==> src/rtl/seq_shl.sv <==
// seq_shl: multi-cycle logical shift-left, one bit per clock, start/busy/done handshake.
// Optional rotate-left mode is compiled in when SEQ_SHL_ROL_EN is defined.
module seq_shl #(
   parameter int WIDTH = 32,
   parameter int CNT_W = 6
) (
   input  logic             clock,
   input  logic             clear,
   input  logic             start,
`ifdef SEQ_SHL_ROL_EN
   input  logic             rotate,
`endif
   input  logic [WIDTH-1:0] A,
   input  logic [31:0]      B,
   output logic             busy,
   output logic             done,
   output logic [WIDTH-1:0] Result
);

   typedef enum logic [1:0] {
      S_IDLE,
      S_SHIFT,
      S_DONE
   } state_t;

   state_t           r_state;
   state_t           w_state_nxt;
   logic [CNT_W-1:0] r_cnt;
   logic [CNT_W-1:0] w_cnt_nxt;
   logic [CNT_W-1:0] w_load_cnt;
   logic [WIDTH-1:0] r_result;
   logic [WIDTH-1:0] w_result_nxt;
   logic             r_busy;
   logic             r_done;
   logic             w_busy_nxt;
   logic             w_done_nxt;
   logic             w_fill;

`ifdef SEQ_SHL_ROL_EN
   logic r_rot;
   logic w_rot_nxt;

   // Rotation wraps modulo WIDTH; shifting saturates at WIDTH (all bits gone).
   always_comb begin
      if (rotate)
         w_load_cnt = CNT_W'(B % 32'(WIDTH));
      else if (B >= 32'(WIDTH))
         w_load_cnt = CNT_W'(WIDTH);
      else
         w_load_cnt = B[CNT_W-1:0];
   end

   assign w_fill = r_rot ? r_result[WIDTH-1] : 1'b0;
`else
   always_comb begin
      if (B >= 32'(WIDTH))
         w_load_cnt = CNT_W'(WIDTH);
      else
         w_load_cnt = B[CNT_W-1:0];
   end

   assign w_fill = 1'b0;
`endif

   // State register
   always_ff @(posedge clock) begin
      if (clear)
         r_state <= S_IDLE;
      else
         r_state <= w_state_nxt;
   end

   // Next-state logic
   always_comb begin
      w_state_nxt = r_state;
      unique case (r_state)
         S_IDLE:  if (start) w_state_nxt = S_SHIFT;
         S_SHIFT: if (r_cnt == '0) w_state_nxt = S_DONE;
         S_DONE:  w_state_nxt = S_IDLE;
         default: w_state_nxt = S_IDLE;
      endcase
   end

   // Output / datapath next values; registered below so every output is a flop
   always_comb begin
      w_result_nxt = r_result;
      w_cnt_nxt    = r_cnt;
`ifdef SEQ_SHL_ROL_EN
      w_rot_nxt    = r_rot;
`endif
      unique case (r_state)
         S_IDLE: begin
            if (start) begin
               w_result_nxt = A;
               w_cnt_nxt    = w_load_cnt;
`ifdef SEQ_SHL_ROL_EN
               w_rot_nxt    = rotate;
`endif
            end
         end
         S_SHIFT: begin
            if (r_cnt != '0) begin
               w_result_nxt = {r_result[WIDTH-2:0], w_fill};
               w_cnt_nxt    = r_cnt - CNT_W'(1);
            end
         end
         default: ;
      endcase
      w_done_nxt = (r_state == S_SHIFT) && (r_cnt == '0);
      w_busy_nxt = (w_state_nxt != S_IDLE);
   end

   always_ff @(posedge clock) begin
      if (clear) begin
         r_cnt    <= '0;
         r_result <= '0;
         r_busy   <= 1'b0;
         r_done   <= 1'b0;
`ifdef SEQ_SHL_ROL_EN
         r_rot    <= 1'b0;
`endif
      end else begin
         r_cnt    <= w_cnt_nxt;
         r_result <= w_result_nxt;
         r_busy   <= w_busy_nxt;
         r_done   <= w_done_nxt;
`ifdef SEQ_SHL_ROL_EN
         r_rot    <= w_rot_nxt;
`endif
      end
   end

   assign busy   = r_busy;
   assign done   = r_done;
   assign Result = r_result;

endmodule

==> config.mk <==
export PLATFORM = sky130hd
export DESIGN_NAME = seq_shl
export DESIGN_NICKNAME = d
export VERILOG_FILES = /design/src/rtl/seq_shl.sv
export SDC_FILE = /design/constraint.sdc
export NUM_CORES = 1
export LEC_CHECK = 0
export CAP_MARGIN = 20
export CORE_MARGIN = 1
export CORE_UTILIZATION = 25
export CTS_BUF_LIST = sky130_fd_sc_hd__clkbuf_4
export CTS_CLUSTER_SIZE = 12
export DETAILED_ROUTE_END_ITERATION = 16
export MAX_ROUTING_LAYER = met4
export PLACE_DENSITY = 0.67
export SKIP_CTS_REPAIR_TIMING = 1
export SYNTH_ARGS = -nofsm -noshare
export SYNTH_HDL_FRONTEND = slang
export SYNTH_SLANG_ARGS = --single-unit
==> constraint.sdc <==
create_clock -name clock -period 1.92 [get_ports clock]
set_input_delay 0.48 -clock clock [delete_from_list [all_inputs] [get_ports clock]]
set_output_delay 0.48 -clock clock [all_outputs]
set_load 0.05 [all_outputs]
# [Yosys cells after proc, flatten, opt, wreduce, memory -nomap -nowiden]
# Cells that the tools add are included.
[classes] n_eq_ne=3 addsub=1 muxes=10 magnitude_cmp=1 reduce_logical=7
[ops] op="2-to-1 mux 32 bit" count=2
[ops] op="one-hot mux 32 bit (2 select lines)" count=1
[ops] op="greater-or-equal comparator 32 x 6 -> 1 bit (second input constant)" count=1
[ops] op="2-to-1 mux 6 bit" count=3
[ops] op="one-hot mux 6 bit (2 select lines)" count=1
[ops] op="zero test 6 bit" count=1
[ops] op="nonzero test 6 bit" count=1
[ops] op="subtractor 6 x 1 -> 6 bit (second input constant)" count=1
[ops] op="2-to-1 mux 2 bit" count=2
[ops] op="inequality test 2 bit (second input constant)" count=2
[ops] op="one-hot mux 2 bit (2 select lines)" count=1
[ops] op="nonzero test 2 bit" count=2
[ops] op="AND reduction 3 bit" count=1
[ops] op="== test 2 x 1 -> 1 bit (second input constant)" count=1
[ops] op="zero test 2 bit" count=1
[ops] op="logical AND 1 bit" count=1
[word_totals] register_bits=42 elab_cells=27 out_inout_bits=34 inputBits=67

# [Depth between registers and ports, before layout]
[logic_depth] ltp_word=4 depth_mapped=7 ltp_nobuf=6

# [Worst setup path before layout]
# OpenSTA, ideal clock, no wires.
[synth_path] path_kind="register to register" from="register r_cnt[0]" to="register r_result[10] (netlist: Result[10])" synth_period_minus_slack_ns=1.669 path_buffers=1 setup_ns=0.086 slack_ns=0.251 t_required_ns=1.834 t_arrival_ns=1.584 stages_incl_launch_ff=8 path_cell_list="dfxtp_1 > inv_1 > ha_1 > nor3b_1 > a21oi_2 > clkbuf_1 > nor2_1 > a211oi_1"
[synth_between] elab_chain_len=3
[synth_lines] element="from (decl)" line_no="28" rtl="logic [CNT_W-1:0] r_cnt;"
[synth_lines] element="from (signal assigned)" line_no="123" rtl="r_cnt <= w_cnt_nxt;"
[synth_lines] element="nonzero test 6 bit" line_no="102" rtl="if (r_cnt != '0) begin"
[synth_lines] element="inequality test 2 bit (no source line)"
[synth_lines] element="AND reduction 3 bit (no source line)"
[synth_lines] element="to (signal assigned)" line_no="124" rtl="r_result <= w_result_nxt;"
[synth_lines] element="to (decl)" line_no="31" rtl="logic [WIDTH-1:0] r_result;"
# Every way passes these cells.
# A chain may end at the register's enable or synchronous reset.

# [Worst setup path in the final report]
[layout_path] from="register r_cnt[0]" to="register r_result[14] (netlist: Result[14])"
# The elaborated chain is that of the path after synthesis.

==> qor.txt <==
Final Hold Viols: 0
Die ar.: 8140 µm²
cell area after synthesis: 1950 µm²
Yosys top cell area share: 0.432
sequential-to-total area share from yosys stat: 0.432
all-layer global routing usage: 0.136
Critical-path top delay cell: dfxtp_2
Initial Util: 0.263
Switching Share: 0.441
commonest non-fill, non-tap cell in the layout: clkdlybuf4s50_1
worst slew pin tran: 0.444 ns
Core Footprint: 7410 µm²
share of cells above drive strength 1: 0.184
EDFF count, synth: 0
most frequent cells in the layout: clkdlybuf4s50_1 (66), dfxtp_1 (40), buf_4 (39)
die height: 90.2 µm
Nets: 378
num ports: 101
Hold Path Depth: 2
Lkg Pwr: 1.35 nW
final worst-path cycle share: 0.940
Synth area leader: dfxtp_1
internal cell power: 2.07 mW
Placement Cell Area: 3020 µm²
Yosys warning count: 0
vias: 1909
GRT met2 Usage: 0.213
drt drc: 0
GR Overflow Total: 0
Gate power share: 0.539
Clk pin slew, worst setup/hold paths: 0.13 ns
die width: 90.2 µm
clk buf depth: 2
mean post-synth cell area: 9.23 µm²
Crit. End Element: register
Hold Path End: Result[31]$_SDFFE_PP0P_
first-pass GRT wire length: 8770 µm
CP delay by family, top: buffers and inverters
setup tns final: 0 ns
Post-Syn Instances: 211
fraction of registers with async set/reset: 0
synth top area cells: dfxtp_1 (43%), mux2i_1 (17%), a211oi_1 (13%)
Min-Delay Path Class: register to register
Buf/Inv on CP: 4
Cell Count, Final, Fillers Out: 409
Top Usage Layer GRT: met2
pins over their slew limit: 0
FF-to-FF setup slack: 0.11 ns
worst hold start: Result[31]$_SDFFE_PP0P_
Clk pwr share: 0.120
Worst setup SP type: register
antenna-violating nets left: 0
# Max-Cap Violations: 0
clock skew: 0.0193 ns
hold_ws: 0.513 ns
most used cell, CP: buf_12
clock sinks: 42
CTS tree: built
post-synthesis cell type count: 33
Largest stage delay, worst path: 0.39 ns
setup violators final: 0
routed len/inst: 13.3 µm
GR Util met1: 0.165
design area: 3120 µm²
CP arrival: 2.07 ns
Crit Path Class: register to register
drt initial violations: 88
r2r endpoint: Result[14]$_SDFFE_PP0P_
status: completed
Inserted Clock Buffers: 5
Clock Latency Late Sink: 0.36 ns
Max Fclk: 554 MHz
Rel. slew slack: 0.703
worst path cell trace: inv_1 -> ha_1 -> nor3b_1 -> buf_4 -> a21oi_4 -> buf_12 -> buf_12 -> nor2_1 -> a211oi_1
Syn Nets: 279
mean number of vias per cell: 4.67
ys flop type: dfxtp_1
diodes inserted: 0
CP required: 2.18 ns
IO Port Bufs: 100
HPWL Detailed: 3920 µm
PwrDens: 1190 nW/µm²
Rows: 31
routed wire length: 5430 µm
post-route minimum period: 1.81 ns
routing usage on met3: 0.0465
area delta synth->final: 60.2%
initial antenna violation count: 0
reg-to-reg critical path startpoint: r_cnt[0]$_SDFFE_PP0P_
Pre-antenna DRT Iters: 4
r2r worst-path depth: 9
CTS root buffer: clkbuf_4
peak supply drop: 0.570 mV
Final GP Congestion: 0.763
CP Max Fanout: 35
dpl cells: 400
vias in the first global route: 1861
Switch Pwr: 1.63 mW
CTS HTree Levels: 2
largest net degree at the start of global routing: 37
sequential power share: 0.341
synthesized flop and latch total: 42
metal layers:
metal / vias to the layer above / wire length (µm)
met5: - / 0
met4: 0 / 69
met3: 6 / 340
met2: 68 / 2510
met1: 865 / 2510
li1: 970 / -
kinds of logic after synthesis:
| group | share of synthesized area |
|---|---|
| compound gates | 0.179 |
| xor+xnor | 0.00450 |
| fa+ha+maj | 0.00643 |
| buf+inv | 0.0431 |
| flops | 0.432 |
| mux | 0.170 |
| simple gates | 0.166 |
area by class of cell:
cell class / count / area (µm²)
Fill cell: 742 / 4290
Multi-Input combinational cell: 149 / 1030
Sequential cell: 42 / 843
Clock buffer: 7 / 52.6
Inverter: 2 / 7.51
Tap cell: 99 / 124
Timing Repair Buffer: 110 / 1060
worst max-delay path by stage:
stage                     startpoint                       to  cells past startpoint
4_1_cts        r_cnt[0]$_SDFFE_PP0P_    r_cnt[2]$_SDFFE_PP0P_                      8
6_report       r_cnt[0]$_SDFFE_PP0P_  Result[14]$_SDFFE_PP0P_                      9
3_3_place_gp                   B[29]    r_cnt[0]$_SDFFE_PP0P_                      5
3_5_place_dp                   B[29]    r_cnt[2]$_SDFFE_PP0P_                      5
2_1_floorplan  r_cnt[0]$_SDFFE_PP0P_  Result[10]$_SDFFE_PP0P_                      7
5_1_grt        r_cnt[0]$_SDFFE_PP0P_  Result[15]$_SDFFE_PP0P_                      9
cells in the mapped netlist (2+ instances only):
cell type,n
o21ai_0,2
nor4_1,6
nand2_1,3
nand3_1,3
inv_1,2
o21a_1,3
nor3_1,5
and4_1,2
nor3b_1,3
buf_2,4
mux2i_1,33
clkbuf_1,12
nor2_1,38
a211oi_1,34
dfxtp_1,42
nand4_1,2
metrics by stage:
step / util / power [mW] / setup slack (ns)
after global placement: 0.407 / 3.19 / 0.00674
after floorplan: - / 2.56 / 0.251
after global routing: 0.421 / 3.94 / -0.00881
final: 0.421 / 3.70 / 0.114
after detailed placement: 0.407 / 3.21 / -0.0432
after CTS: 0.414 / 3.67 / 0.108
power by group through the flow:
stage | combinational (mW) | sequential, mW | clock, mW
after floorplan | 0.713 | 1.84 | 0
after global placement | 1.91 | 1.28 | 0
after detailed placement | 1.93 | 1.28 | 0
after CTS | 1.94 | 1.26 | 0.469
after global routing | 2.13 | 1.30 | 0.504
final | 2.00 | 1.26 | 0.444
worst register-to-register path: cells and delay by family, from the launching register on:
family	cells	cell delay, ns
AOI/OAI and AO/OA	2	0.38
adders and majority gates	1	0.21
and+or+nand+nor	2	0.21
buffers and inverters	4	0.53
DFF	1	0.39
flip-flops by register name, summed over array words and instances, names as in the netlist:
| name | cells |
|---|---|
| Result | 32 |
| busy | 1 |
| done | 1 |
| r_cnt | 6 |
| r_state | 2 |
(Power assumes the default switching activity.)
